[src/rtl/i2s_pkg.sv]
// Shared I2S types and sizing helpers for the transmit path.
package i2s_pkg;

    localparam int unsigned I2S_WIDTH = 16;

    typedef logic signed [I2S_WIDTH-1:0] sample_t;

    typedef struct packed {
        sample_t left;
        sample_t right;
    } frame_t;

    function automatic int unsigned bitcnt_w(input int unsigned width);
        return $clog2(2 * width);
    endfunction

    localparam int unsigned BITCNT_W = bitcnt_w(I2S_WIDTH);

endpackage

[src/rtl/i2s_sclk_gen.sv]
// Bit-clock divider: toggles sclk every SCLK_HALF clocks while enabled and
// flags the clock cycle on which each rise/fall takes effect.
module i2s_sclk_gen #(
    parameter int unsigned SCLK_HALF = 2
) (
    input  logic clk_i,
    input  logic rst_i,
    input  logic en_i,
    output logic sclk_o,
    output logic rise_o,
    output logic fall_o
);

    localparam int unsigned DivW = (SCLK_HALF > 1) ? $clog2(SCLK_HALF) : 1;
    localparam logic [DivW-1:0] DivLast = DivW'(SCLK_HALF - 1);

    logic [DivW-1:0] div_cnt_q, div_cnt_d;
    logic            sclk_q, sclk_d;
    logic            wrap;

    always_comb begin
        wrap      = en_i && (div_cnt_q == DivLast);
        div_cnt_d = div_cnt_q;
        sclk_d    = sclk_q;
        if (!en_i) begin
            div_cnt_d = '0;
            sclk_d    = 1'b0;
        end else if (wrap) begin
            div_cnt_d = '0;
            sclk_d    = ~sclk_q;
        end else begin
            div_cnt_d = div_cnt_q + 1'b1;
        end
        // Strobes mark the edge at which sclk_q is about to change.
        rise_o = wrap && !sclk_q;
        fall_o = wrap && sclk_q;
    end

    always_ff @(posedge clk_i or posedge rst_i) begin
        if (rst_i) begin
            div_cnt_q <= '0;
            sclk_q    <= 1'b0;
        end else begin
            div_cnt_q <= div_cnt_d;
            sclk_q    <= sclk_d;
        end
    end

    assign sclk_o = sclk_q;

endmodule

[src/rtl/i2s_tx.sv]
// I2S master transmitter: single-entry holding register in front of a frame
// shifter, outputs updated on sclk fall so the receiver samples on rise.
module i2s_tx
    import i2s_pkg::*;
#(
    parameter int unsigned WIDTH     = I2S_WIDTH,
    parameter int unsigned SCLK_HALF = 2
) (
    input  logic             clk_i,
    input  logic             rst_i,
    input  logic             en_i,
    input  logic [WIDTH-1:0] leftChan_i,
    input  logic [WIDTH-1:0] rightChan_i,
    input  logic             sampleValid_i,
    output logic             sampleReady_o,
    output logic             sclk_o,
    output logic             ws_o,
    output logic             sdata_o,
    output logic             frameStart_o,
    output logic             underrun_o
);

    localparam int unsigned FrameW = 2 * WIDTH;
    localparam int unsigned BitW   = bitcnt_w(WIDTH);
    localparam logic [BitW-1:0] LastBit   = BitW'(FrameW - 1);
    localparam logic [BitW-1:0] RightSlot = BitW'(WIDTH);
    localparam logic [BitW-1:0] LoadBit   = BitW'(1);

    logic              sclk_rise, sclk_fall;
    logic [BitW-1:0]   bit_cnt_q, bit_cnt_d, nb;
    logic              hold_full_q, hold_full_d;
    logic [FrameW-1:0] hold_q, hold_d;
    logic [FrameW-1:0] shreg_q, shreg_d;
    logic              ws_q, ws_d;
    logic              sdata_q, sdata_d;
    logic              frame_start_q, frame_start_d;
    logic              underrun_q, underrun_d;
    logic              load_event, accept;

    i2s_sclk_gen #(
        .SCLK_HALF(SCLK_HALF)
    ) u_sclk_gen (
        .clk_i (clk_i),
        .rst_i (rst_i),
        .en_i  (en_i),
        .sclk_o(sclk_o),
        .rise_o(sclk_rise),
        .fall_o(sclk_fall)
    );

    always_comb begin
        nb            = (bit_cnt_q == LastBit) ? '0 : bit_cnt_q + 1'b1;
        load_event    = sclk_fall && (nb == LoadBit);
        sampleReady_o = !hold_full_q || load_event;
        accept        = sampleValid_i && sampleReady_o;

        hold_d        = hold_q;
        hold_full_d   = hold_full_q;
        bit_cnt_d     = bit_cnt_q;
        shreg_d       = shreg_q;
        ws_d          = ws_q;
        sdata_d       = sdata_q;
        frame_start_d = 1'b0;
        underrun_d    = 1'b0;

        // An accept on the load cycle wins: the old pair has just moved to shreg.
        if (accept) begin
            hold_d      = {leftChan_i, rightChan_i};
            hold_full_d = 1'b1;
        end else if (load_event) begin
            hold_full_d = 1'b0;
        end

        if (!en_i) begin
            bit_cnt_d = LastBit;
            shreg_d   = '0;
            ws_d      = 1'b1;
            sdata_d   = 1'b0;
        end else if (sclk_fall) begin
            bit_cnt_d = nb;
            ws_d      = (nb >= RightSlot);
            if (nb == LoadBit) begin
                frame_start_d = 1'b1;
                if (hold_full_q) begin
                    sdata_d = hold_q[FrameW-1];
                    shreg_d = {hold_q[FrameW-2:0], 1'b0};
                end else begin
                    underrun_d = 1'b1;
                    sdata_d    = 1'b0;
                    shreg_d    = '0;
                end
            end else begin
                sdata_d = shreg_q[FrameW-1];
                shreg_d = {shreg_q[FrameW-2:0], 1'b0};
            end
        end
    end

    always_ff @(posedge clk_i or posedge rst_i) begin
        if (rst_i) begin
            hold_q        <= '0;
            hold_full_q   <= 1'b0;
            bit_cnt_q     <= LastBit;
            shreg_q       <= '0;
            ws_q          <= 1'b1;
            sdata_q       <= 1'b0;
            frame_start_q <= 1'b0;
            underrun_q    <= 1'b0;
        end else begin
            hold_q        <= hold_d;
            hold_full_q   <= hold_full_d;
            bit_cnt_q     <= bit_cnt_d;
            shreg_q       <= shreg_d;
            ws_q          <= ws_d;
            sdata_q       <= sdata_d;
            frame_start_q <= frame_start_d;
            underrun_q    <= underrun_d;
        end
    end

    assign ws_o         = ws_q;
    assign sdata_o      = sdata_q;
    assign frameStart_o = frame_start_q;
    assign underrun_o   = underrun_q;

    sclk_edges_exclusive: assert property (@(posedge clk_i) disable iff (rst_i)
        !(sclk_rise && sclk_fall));

endmodule

[config.mk]
export PLATFORM = sky130hd
export DESIGN_NAME = i2s_tx
export DESIGN_NICKNAME = d
export VERILOG_FILES = /design/src/rtl/i2s_pkg.sv /design/src/rtl/i2s_sclk_gen.sv /design/src/rtl/i2s_tx.sv
export SDC_FILE = /design/constraint.sdc
export NUM_CORES = 1
export LEC_CHECK = 0
export CAP_MARGIN = 20
export CORE_MARGIN = 2
export CORE_UTILIZATION = 55
export DETAILED_ROUTE_END_ITERATION = 8
export PLACE_DENSITY = 0.8
export SLEW_MARGIN = 20
export SYNTH_ARGS = -nofsm -noshare
export SYNTH_HDL_FRONTEND = slang
export SYNTH_SLANG_ARGS = --single-unit
[constraint.sdc]
create_clock -name clk_i -period 6 [get_ports clk_i]
set_input_delay 1.5 -clock clk_i [delete_from_list [all_inputs] [get_ports clk_i]]
set_output_delay 1.5 -clock clk_i [all_outputs]
set_load 0.02 [all_outputs]
==> results of run 1 <==
## critical path: stages
cell and delay (ns):
clkdlybuf4s50_1 0.49, nand3_1 0.10, o31ai_1 0.36, clkdlybuf4s50_1 0.68
## worst max path at each step
stage / depth (start not counted) / startpoint / slack (ns) / endpoint
4_1_cts: 4 / en_i / 1.36 / sampleReady_o
6_report: 4 / en_i / 1.37 / sampleReady_o
2_1_floorplan: 3 / en_i / 2.02 / sampleReady_o
3_5_place_dp: 4 / en_i / 1.36 / sampleReady_o
3_3_place_gp: 4 / en_i / 1.37 / sampleReady_o
5_1_grt: 4 / en_i / 1.31 / sampleReady_o
## report_power, final
part	leakage (nW)	internal [W]	total, W	switching, W
registers	0.959	0.000528	0.000544	0.0000167
clock network	0.0970	0.000205	0.000382	0.000178
logic	0.762	0.0000479	0.0000833	0.0000354
total	1.82	0.000780	0.00101	0.000230
## area by class of cell
type | instances | area share (%)
Multi-Input combinational cell | 135 | 30.6
Timing Repair Buffer | 46 | 12.5
Clock buffer | 12 | 3.81
Tap cell | 72 | 2.37
Clock inverter | 4 | 1.35
Sequential cell | 74 | 48.8
Inverter | 5 | 0.493
## cells in the final DEF, fill, tap and decap left out, types with 2 or more instances in the layout
master,instances
nor2b_1,3
buf_4,3
dfrtp_1,69
clkdlybuf4s50_1,41
ha_1,3
clkbuf_8,10
dfstp_2,5
nor2_1,6
clkbuf_1,2
mux2_1,2
and3_1,33
a31oi_1,2
a221o_1,31
nand2_1,5
inv_1,4
nand3_1,4
mux2_2,30
## through the flow
| step | std cells | utilization (%) |
|---|---|---|
| after global routing | 348 | 68.7 |
| after detailed placement | 330 | 64.4 |
| after global placement | 330 | 64.4 |
| after CTS | 346 | 67.9 |
| final | 348 | 68.7 |
| after floorplan | 232 | - |
## registers in the layout (all words and copies together), names as in the netlist
signal	count
sdata_o	1
underrun_o	1
shreg_q	31
u_sclk_gen.sclk_o	1
bit_cnt_q	5
u_sclk_gen.div_cnt_q	1
frameStart_o	1
hold_q	32
hold_full_q	1
## per-layer routing
metal  GRT usage [%]  share of wire [%]
met1            29.0                 47
met2            29.3                 48
met3            4.19                4.3
met4            8.64                1.3
met5               0                  0
## logic make-up (layout without fill, tap and decap cells)
| kind of cell | Yosys count | after routing |
|---|---|---|
| flip-flops | 74 | 74 |
| AND/OR/NAND/NOR | 56 | 56 |
| AO/OA/AOI/OAI | 41 | 41 |
| multiplexers | 33 | 33 |
| buffers and inverters | 23 | 67 |
| adder cells (fa/ha/maj) | 3 | 3 |
| XOR/XNOR | 2 | 2 |
==> run summary, run 1 <==
Vias in the first global route -> 2,025
Total gr overflow -> 0
DP HPWL -> 3440 um
Nets -> 310
Async set-or-reset flop fraction in the synthesized netlist -> 100%
Post-DRT Antenna Nets -> 0
Pwr dens -> 265 nW/um2
Syn. warnings -> 0
Vias per std cell -> 5.87
Fin Clk Skew -> 0.0145 ns
Share of the synthesized area in the top cell type -> 54.6%
Final hold violations -> 0
WHS Path Cells -> 2
WS Path Type -> primary input to output pin
Synthesis-to-layout area growth -> 20.4%
Worst hold slack -> 0.497 ns
Total CTS buffers -> 9
Leading area contributor after synthesis -> dfrtp_1
Launch point of the worst reg-to-reg path -> bit_cnt_q[0]
Pre-CTS setup slack -> 1.36 ns
XOR/XNOR share of the synthesized area -> 0.554%
WL/cell -> 16.2 um
Status -> finished clean
Buffers on Ports -> 41
N_diodes -> 0
Synth Net Count -> 271
Worst min-delay path class -> flop to flop
Max Cap Viol -> 0
Starting DRC count in detailed routing -> 208
RSZ-0062 raised after global routing -> no
GPL Wtd Cong -> 0.686
Count of final max-slew check failures -> 0
Register area -> 1860 um2
Syn Inst Count -> 232
Synth area leaders -> dfrtp_1 (55%), mux2_2 (11%), a221o_1 (9.8%)
CTS H-tree depth -> 3
Distinct cells, synth -> 32
Worst setup SP type -> primary input
Synth top cells by count -> dfrtp_1 (69), and3_1 (33), a221o_1 (31)
Crit end category -> output pin
Setup Fix Bufs, Post-CTS -> 0
Final WS setup -> 1.37 ns
VDD IR max -> 0.220 mV
Seq/Total Area, Yosys -> 58.8%
Worst R2R End -> hold_q[8]
Syn Area/Cell -> 13.6 um2
Design area -> 3800 um2
Mux contribution to synthesized area -> 11.9%
Rows -> 27
Adder-Cell Fraction of Synth Area -> 1.19%
Worst EP arrival -> 3.13 ns
Synth Area in Simple Gates -> 10.5%
Peak fanout along the critical path -> 2
Required @ worst endpoint -> 4.50 ns
WL final -> 5640 um
Number of synthesized flops with an enable pin -> 0
Synth Area in Compound Gates -> 12.8%
Clk buf depth -> 2
Number of synthesized register bits -> 74
CTS root buffer -> clkbuf_8
Sum of negative setup slack -> 0 ns
Vert. Die Dim -> 79.8 um
CTS tree -> yes
FMAX -> 216 MHz
Initial DRT Pass Iterations -> 4
Most numerous cell in the Yosys netlist -> dfrtp_1
Fill cells -> 428
Total die area -> 6370 um2
Post-layout min period -> 4.63 ns
Area post-placement -> 3570 um2
Clk Latency, worst-skew pair -> 0.34 ns
GR Util All Layers -> 20.0%
Relative slew margins -> 52.8%
Share of layout cells above drive strength 1 -> 22.5%
First-pass GRT wire length -> 9760 um
Final setup fails -> 0
Worst reg-to-reg setup slack -> 3.14 ns
Die W -> 79.8 um
DRC errors left -> 0
Hold bufs inserted after CTS -> 0
Main synth FF type -> dfrtp_1
Vias -> 2,042
Reg2reg path depth -> 8
Post-CTS resize count -> 0
Reg clk slew, reported paths -> 0.08 ns
Num Clock Sinks -> 74
Mapped Area -> 3160 um2
Multi-input logic area -> 1170 um2
Leak pwr -> 1.82 nW
IO Pins -> 42
Largest family of logic cells by synthesized area -> compound AO/OA/AOI/OAI gates
Tightest Pin Transition -> 0.706 ns
Hold_sp -> bit_cnt_q[3]
Core Box Area -> 5540 um2
Total chip power -> 0.00101 W
Pin count of the biggest net entering global routing -> 42
Tcrit/Tclk final -> 77.1%
Worst Hold End -> bit_cnt_q[3]
Initial core utilization -> 57.0%
Initial antenna violation count -> 0
Power figures use the tool's default switching activity.
==> run 2: changes to the inputs <==
--- a/config.mk
+++ b/config.mk
@@ -7,9 +7,9 @@
 export LEC_CHECK = 0
 export CAP_MARGIN = 20
 export CORE_MARGIN = 2
-export CORE_UTILIZATION = 55
+export CORE_UTILIZATION = 54
 export DETAILED_ROUTE_END_ITERATION = 8
-export PLACE_DENSITY = 0.8
+export PLACE_DENSITY = 0.78
 export SLEW_MARGIN = 20
 export SYNTH_ARGS = -nofsm -noshare
 export SYNTH_HDL_FRONTEND = slang
==> constraint.sdc (replaced) <==
create_clock -name clk_i -period 4.45 [get_ports clk_i]
set_input_delay 1.1125 -clock clk_i [delete_from_list [all_inputs] [get_ports clk_i]]
set_output_delay 1.1125 -clock clk_i [all_outputs]
set_load 0.02 [all_outputs]
==> run 2 against run 1 <==
Against the previous run: global-route usage fell by 0.78 points; combinational power rose by 36%; power rose by 30%; setup slack got worse by 1.0 ns.
==> run summary, run 2 (synthesis gave the netlist of run 1 again) <==
Fill cells -> 413
Worst reg-to-reg setup slack -> 1.80 ns
Total CTS buffers -> 9
Core Box Area -> 5570 um2
Post-CTS resize count -> 0
Worst R2R End -> hold_q[11]
Pin count of the biggest net entering global routing -> 42
Critical path buffers and inverters -> 1
Status -> finished clean
Nets -> 311
Post-layout min period -> 4.10 ns
Tightest Pin Transition -> 0.760 ns
N_diodes -> 0
WL/cell -> 15.8 um
WL final -> 5530 um
Worst EP arrival -> 2.99 ns
DP HPWL -> 3460 um
Initial core utilization -> 56.7%
Share of layout cells above drive strength 1 -> 23.5%
Area post-placement -> 3610 um2
Peak fanout along the critical path -> 7
GR Util All Layers -> 19.2%
Max reg flops -> 32
Reg clk slew, reported paths -> 0.08 ns
Max Cap Viol -> 0
Largest regs -> hold_q (32), shreg_q (31), bit_cnt_q (5)
Vias per std cell -> 5.91
WS Path Type -> flop to output pin
Clk buf depth -> 2
Total die area -> 6480 um2
Launch point of the worst reg-to-reg path -> bit_cnt_q[0]
Synthesis-to-layout area growth -> 20.0%
Crit path max-delay family -> buffers and inverters
Most frequent cells in the layout -> dfrtp_1 (69), clkdlybuf4s50_1 (41), and3_1 (33), a221o_1 (31), mux2_2 (30)
Total gr overflow -> 0
Reg2reg path depth -> 8
Worst Hold End -> shreg_q[8]
Setup Fix Bufs, Post-CTS -> 0
RSZ-0062 raised after global routing -> no
CTS tree -> yes
Clk Latency, worst-skew pair -> 0.35 ns
First-pass GRT wire length -> 9370 um
Top reg by flops -> hold_q
Final design utilization -> 68.0%
Leak pwr -> 1.81 nW
Vias in the first global route -> 2,039
FMAX -> 244 MHz
Die W -> 80.5 um
Relative slew margins -> 49.3%
Final WS setup -> 0.350 ns
VDD IR max -> 0.260 mV
Fin Clk Skew -> 0.0103 ns
Rows -> 27
Initial DRT Pass Iterations -> 6
CP cell instances -> ha_1, and3_1, ha_1, nor2_1, mux2_4, o31ai_1, clkdlybuf4s50_1
Sum of negative setup slack -> 0 ns
Hold bufs inserted after CTS -> 0
Vias -> 2,063
Initial antenna violation count -> 0
IO Pins -> 42
CTS H-tree depth -> 3
WHS Path Cells -> 1
Most common cell after layout, fill and taps aside -> dfrtp_1
Crit end category -> output pin
Tcrit/Tclk final -> 92.1%
CTS root buffer -> clkbuf_8
Count of final max-slew check failures -> 0
Final setup fails -> 0
Starting DRC count in detailed routing -> 93
CP max-delay cell -> clkdlybuf4s50_1
GPL Wtd Cong -> 0.787
Vert. Die Dim -> 80.5 um
Post-DRT Antenna Nets -> 0
Num Clock Sinks -> 74
DRC errors left -> 0
Pwr dens -> 347 nW/um2
Pre-CTS setup slack -> 0.642 ns
Buffers on Ports -> 41
Design area -> 3790 um2
Worst setup SP type -> flop
Worst min-delay path class -> flop to flop
Hold_sp -> shreg_q[7]
Required @ worst endpoint -> 3.34 ns
CP dominant cell by count -> ha_1
Final hold violations -> 0
Max incr delay on CP -> 0.68 ns
[run 2: per-stage QoR]
step	power [W]	hold slack, ns	cells
floorplan	0.000808	0.456	232
global placement	0.000858	0.476	333
detailed placement	0.000862	0.482	333
CTS	0.00133	0.496	349
global route	0.00137	0.517	349
finish	0.00131	0.496	349
[run 2: how the worst max path moves through the flow]
stage	startpoint	end	slack [ns]	cells after the start
2_1_floorplan	bit_cnt_q[0]	sampleReady_o	1.19	6
3_3_place_gp	en_i	sampleReady_o	0.61	4
3_5_place_dp	en_i	sampleReady_o	0.64	4
4_1_cts	bit_cnt_q[0]	sampleReady_o	0.34	7
5_1_grt	bit_cnt_q[0]	sampleReady_o	0.18	7
6_report	bit_cnt_q[0]	sampleReady_o	0.35	7
[run 2: layout make-up]
class                   instances  area (um2)  share of cell area, %
repair buffers                 47         480                   12.7
clock buffers                  10         138                   3.63
clock inverters                 6        41.3                   1.09
multi-input cells             135        1170                   30.7
well taps                      72        90.1                   2.38
inverters                       5        18.8                  0.495
flip-flops and latches         74        1860                   49.0
[run 2: worst reg2reg max path, cell delays in order, from the launching register on]
cell     delay (ns)
dfstp_2        0.56
ha_1           0.21
and3_1         0.17
ha_1           0.29
nor2_1         0.07
mux2_4         0.33
o22ai_4        0.31
buf_12         0.24
mux2_2         0.36
[run 2: power by group]
part | switching (W) | leakage (nW) | internal, W
logic | 0.0000475 | 0.767 | 0.0000658
registers | 0.0000221 | 0.959 | 0.000711
clock network | 0.000251 | 0.0847 | 0.000217
[run 2: routing by layer]
layer  global-route usage (%)  up-vias  share of wire [%]
met5                        0        -                  0
met4                     10.3        0                2.3
met3                     4.27       17                4.5
met2                     29.2       49                 46
met1                     25.8     1044                 47
li1                         -      953                  -
==> RTL change 1: new RTL, config.mk and constraints of run 2 <==
`hold_q` and `shreg_q` no longer have a reset.
--- a/src/rtl/i2s_tx.sv
+++ b/src/rtl/i2s_tx.sv
@@ -100,6 +100,4 @@
         if (rst_i) begin
-            hold_q        <= '0;
             hold_full_q   <= 1'b0;
             bit_cnt_q     <= LastBit;
-            shreg_q       <= '0;
             ws_q          <= 1'b1;
@@ -109,6 +107,4 @@
         end else begin
-            hold_q        <= hold_d;
             hold_full_q   <= hold_full_d;
             bit_cnt_q     <= bit_cnt_d;
-            shreg_q       <= shreg_d;
             ws_q          <= ws_d;
@@ -118,2 +114,7 @@
         end
+    end
+
+    always_ff @(posedge clk_i) begin
+        hold_q  <= hold_d;
+        shreg_q <= shreg_d;
     end
Formal check against the unedited RTL: same outputs for any inputs over 10 cycles, from zero or initial values and one cycle with rst_i high; that may be too few to reach the edited logic, so the function may still have changed.
==> RTL change 1 against run 2 <==
- synthesized area is 6.5% lower
- via count is 8.7% lower
- power is 5.8% lower
- cell area is 5.8% lower
- global-route usage is 0.37 points lower
- worst setup slack worse by 51 ps
- wire length is 7.2% lower
- combinational power is 27% lower
- non-clock buffer count is 2 lower
- hold slack worse by 24 ps
- clock power is 6.8% lower
- maximum frequency is 1.2% lower
- critical path depth stayed put
- sequential cell count stayed put
- largest cell class unchanged
==> RTL change 1: results (changes against run 2) <==
status: finished clean
Worst-Margin Slew: 1010 ps (+254 ps)
Placed Area: 0.00341 mm² (-5.7%)
min-delay src: hold_q[13]
CTS Buffer Depth: 2 (unchanged)
FFs w/ async S/R, synth: 14.9% (-85 points)
Plain + repair buffers: 45 (-4.3%)
nets: 310 (-0.32%)
Crit-path slowest cell: clkdlybuf4s50_1
Clock-cell share: 4.59% (-0.13 points)
clock-pin slew on the worst setup and hold paths: 80 ps (about the same)
initial antenna violation count: 0 (unchanged)
fraction of area in registers: 52.2% (+3.2 points)
Top Registers: hold_q (32), shreg_q (31), bit_cnt_q (5)
filler instances: 402 (-2.7%)
Worst Setup SP: bit_cnt_q[0]
Clock Skew: 9.60 ps (-0.691 ps)
Post-synth EDFFs: 32 (+32)
first-pass GRT wire length: 8580 µm (-8.4%)
CP max FO: 6 (-1)
Largest register FFs: 32 (unchanged)
largest net degree at the start of global routing: 41 (-2.4%)
syn_nets: 269 (-0.74%)
CTS root buffer: clkbuf_8
first drt pass iteration count: 4 (-2)
non-clk buf share: 12.3% (-0.34 points)
Top FF cell, synth: edfxtp_1
Post-Synthesis Cells: 230 (-0.86%)
P_leak: 1.38 nW (-24%)
CTS resizes: 0 (unchanged)
Cells after DPL: 330 (-0.90%)
max incr delay on CP: 680 ps (about the same)
routed vias/inst: 5.45 (-7.9%)
Multi-In Gates: 138 (+2.2%)
largest cells by area after synthesis: edfxtp_1 (33%), dfxtp_1 (21%), and2_1 (13%), a221o_1 (10%), dfrtp_1 (5.1%)
clk_lat worst skew: 340 ps
Antenna Cells: 0 (unchanged)
htree depth: 3 (unchanged)
vias in the first global route: 1811 (-11%)
RD Place Congestion: 0.793 (+0.84%)
CTS Buf Count: 9 (unchanged)
register area share after synthesis: 63.0% (+4.2 points)
GRT Total Usage: 18.9% (-0.37 points)
dpl hpwl: 3110 µm (-10%)
Placement Setup Slack: 575 ps (-67.1 ps)
# clk buffers: 11 (+1)
multi-input gate share of total cell area: 28.2% (-2.6 points)
list of most frequent post-synthesis cells: and2_1 (63), edfxtp_1 (32), a221o_1 (31), dfxtp_1 (31), clkbuf_1 (11)
DRT iter0 DRCs: 137 (+47%)
share of cells above drive strength 1: 10.1% (-13 points)
Pwr per Cell Area: 347 mW/mm² (about the same)
worst vdd ir: 255 µV (-1.9%)
clock sinks: 74 (unchanged)
Netlist cell types: 35 (+9.4%)
inverters: 3 (-2)
Final Non-Filler Cells: 346 (-0.86%)
WL/cell: 14.8 µm (-6.4%)
Hold Path Class: flop to flop
Post-Syn Area per Cell: 12.9 µm² (-5.6%)
==> RTL change 1: changes by cell type after synthesis, sizes merged, moves of 3 or more <==
cell / change
buf: -6
clkbuf: +3
dfrtp: -63
and2: +63
mux2: -32
dfxtp: +31
nand2: +5
and3: -30
edfxtp: +32
==> RTL change 1: worst paths after layout <==
kind / to / cells past startpoint / slack (ps)
worst max-delay path: sampleReady_o / 7 / 300
worst min-delay path: shreg_q[14] / 1 / 470
worst max register to register: hold_q[19] / 8 / 1490
worst min register to register: shreg_q[14] / 1 / 470
max in group asynchronous: bit_cnt_q[3] / 2 / 3070
min in group asynchronous: sdata_o / 2 / 1060
==> RTL change 1: power breakdown <==
part | switching [W] | internal [W] | total [W]
logic | 0.0000376 | 0.0000453 | 0.0000829
registers | 0.00000451 | 0.000715 | 0.000719
clock network | 0.000234 | 0.000201 | 0.000436
==> RTL change 1: metal layers <==
metal / wire length, µm / up-vias / track usage [%]
li1: - / 923 / -
met1: 2340 / 908 / 23.7
met2: 2430 / 45 / 29.2
met3: 276 / 8 / 7.21
met4: 87 / 0 / 7.89
met5: 0 / - / 0
==> RTL change 1: cells by family (layout without fill, tap and decap cells) <==
family	count (synthesis)	count (layout)	synth area share (%)
fa+ha+maj	3	3	1.27
simple gates	91	91	18.8
compound gates	40	40	12.4
mux	2	2	0.846
flops	74	74	63.0
buf+inv	18	64	3.09
xor+xnor	2	2	0.593
==> RTL change 1: critical path, delay by kind of cell, from the launching register on <==
family                     cells  cell delay [ps]
buffers and inverters          1              680
DFF                            1              570
adders and majority gates      2              470
AOI/OAI and AO/OA              1              400
muxes                          1              300
and+or+nand+nor                2              290
==> RTL change 1: stage by stage <==
step	power [W]	hold WS, ps
floorplan	0.000773	448
global placement	0.000814	454
detailed placement	0.000817	458
CTS	0.00125	471
global route	0.00129	496
finish	0.00124	472
==> RTL change 2: new RTL, flow settings as in run 2 <==
Without the edit above. `SCLK_HALF` is set to 2 in 2 places; all go to 4.
--- a/src/rtl/i2s_sclk_gen.sv
+++ b/src/rtl/i2s_sclk_gen.sv
@@ -3,3 +3,3 @@
 module i2s_sclk_gen #(
-    parameter int unsigned SCLK_HALF = 2
+    parameter int unsigned SCLK_HALF = 4
 ) (
--- a/src/rtl/i2s_tx.sv
+++ b/src/rtl/i2s_tx.sv
@@ -6,3 +6,3 @@
     parameter int unsigned WIDTH     = I2S_WIDTH,
-    parameter int unsigned SCLK_HALF = 2
+    parameter int unsigned SCLK_HALF = 4
 ) (
Check against the original RTL: not equivalent (a bounded check fails within 4 cycles, from zero or initial values and one cycle with rst_i high).
==> RTL change 2 against run 2 <==
- wire length is 9.8% higher
- cell area is 1.6% higher
- worst setup slack better by 25 ps
- sequential cell count is 1 higher
- via count is 3.3% higher
- power is 7.8% higher
- largest power group unchanged
- register-to-register slack worse by 160 ps
- clock skew is 0.58 ps higher
- synthesized area is 0.87% higher
- largest cell class unchanged
==> RTL change 2: results (changes against run 2) <==
Cells after DPL: 337 (+1.2%)
first-pass GRT wire length: 10300 µm (+9.9%)
headroom to the max-slew limit: 39.9% (-9.4 points)
syn_nets: 276 (+1.8%)
register area share after synthesis: 59.1% (+0.28 points)
share of cells above drive strength 1: 22.1% (-1.4 points)
status: finished clean
list of most frequent post-synthesis cells: dfrtp_1 (70), and3_1 (33), a221o_1 (31)
Worst Hold End: u_sclk_gen.div_cnt_q[0]
area occupied by multi-input gates: 0.00117 mm² (+0.11%)
Clock-cell share: 5.91% (+1.2 points)
met3 global-route usage: 4.22% (-0.047 points)
Clock Skew: 10.9 ps (+0.582 ps)
Netlist cell types: 33 (+3.1%)
GRT Total Usage: 20.9% (+1.7 points)
DRT met1 WL: 2820 µm (+7.7%)
routing usage on met2: 31.4% (+2.2 points)
largest net degree at the start of global routing: 76 (+81%)
Sequential Area: 0.00188 mm² (+1.3%)
RD Place Congestion: 0.814 (+3.4%)
Synth Register Bits: 75 (+1.4%)
dpl hpwl: 3740 µm (+8.1%)
Critical Path AT: 2960 ps (-30 ps)
routed vias/inst: 6.04 (+2.1%)
period utilization: 91.6% (-0.56 points)
WL/cell: 17.2 µm (+8.6%)
vias in the first global route: 2087 (+2.4%)
==> RTL change 2: power by group <==
part | leakage [nW] | switching (W) | total [W] | internal (W)
Clock | 0.113 | 0.000242 | 0.000587 | 0.000346
Combinational | 0.777 | 0.0000348 | 0.0000908 | 0.0000560
Sequential | 0.972 | 0.0000212 | 0.000739 | 0.000718
==> RTL change 2: per-stage QoR <==
step           cell area, µm²  util, %
2_1_floorplan            3190        -
3_3_place_gp             3630     64.7
3_5_place_dp             3630     64.7
4_1_cts                  3850     68.7
5_1_grt                  3850     68.7
6_report                 3850     68.7
==> RTL change 2: cell families after synthesis <==
kind of cell | after synthesis | share of synthesized area (%)
multiplexers | 33 | 11.8
flip-flops | 75 | 59.1
buffers and inverters | 23 | 4.51
AO/OA/AOI/OAI | 41 | 12.1
XOR/XNOR | 2 | 0.550
AND/OR/NAND/NOR | 58 | 10.4
adder cells (fa/ha/maj) | 4 | 1.57
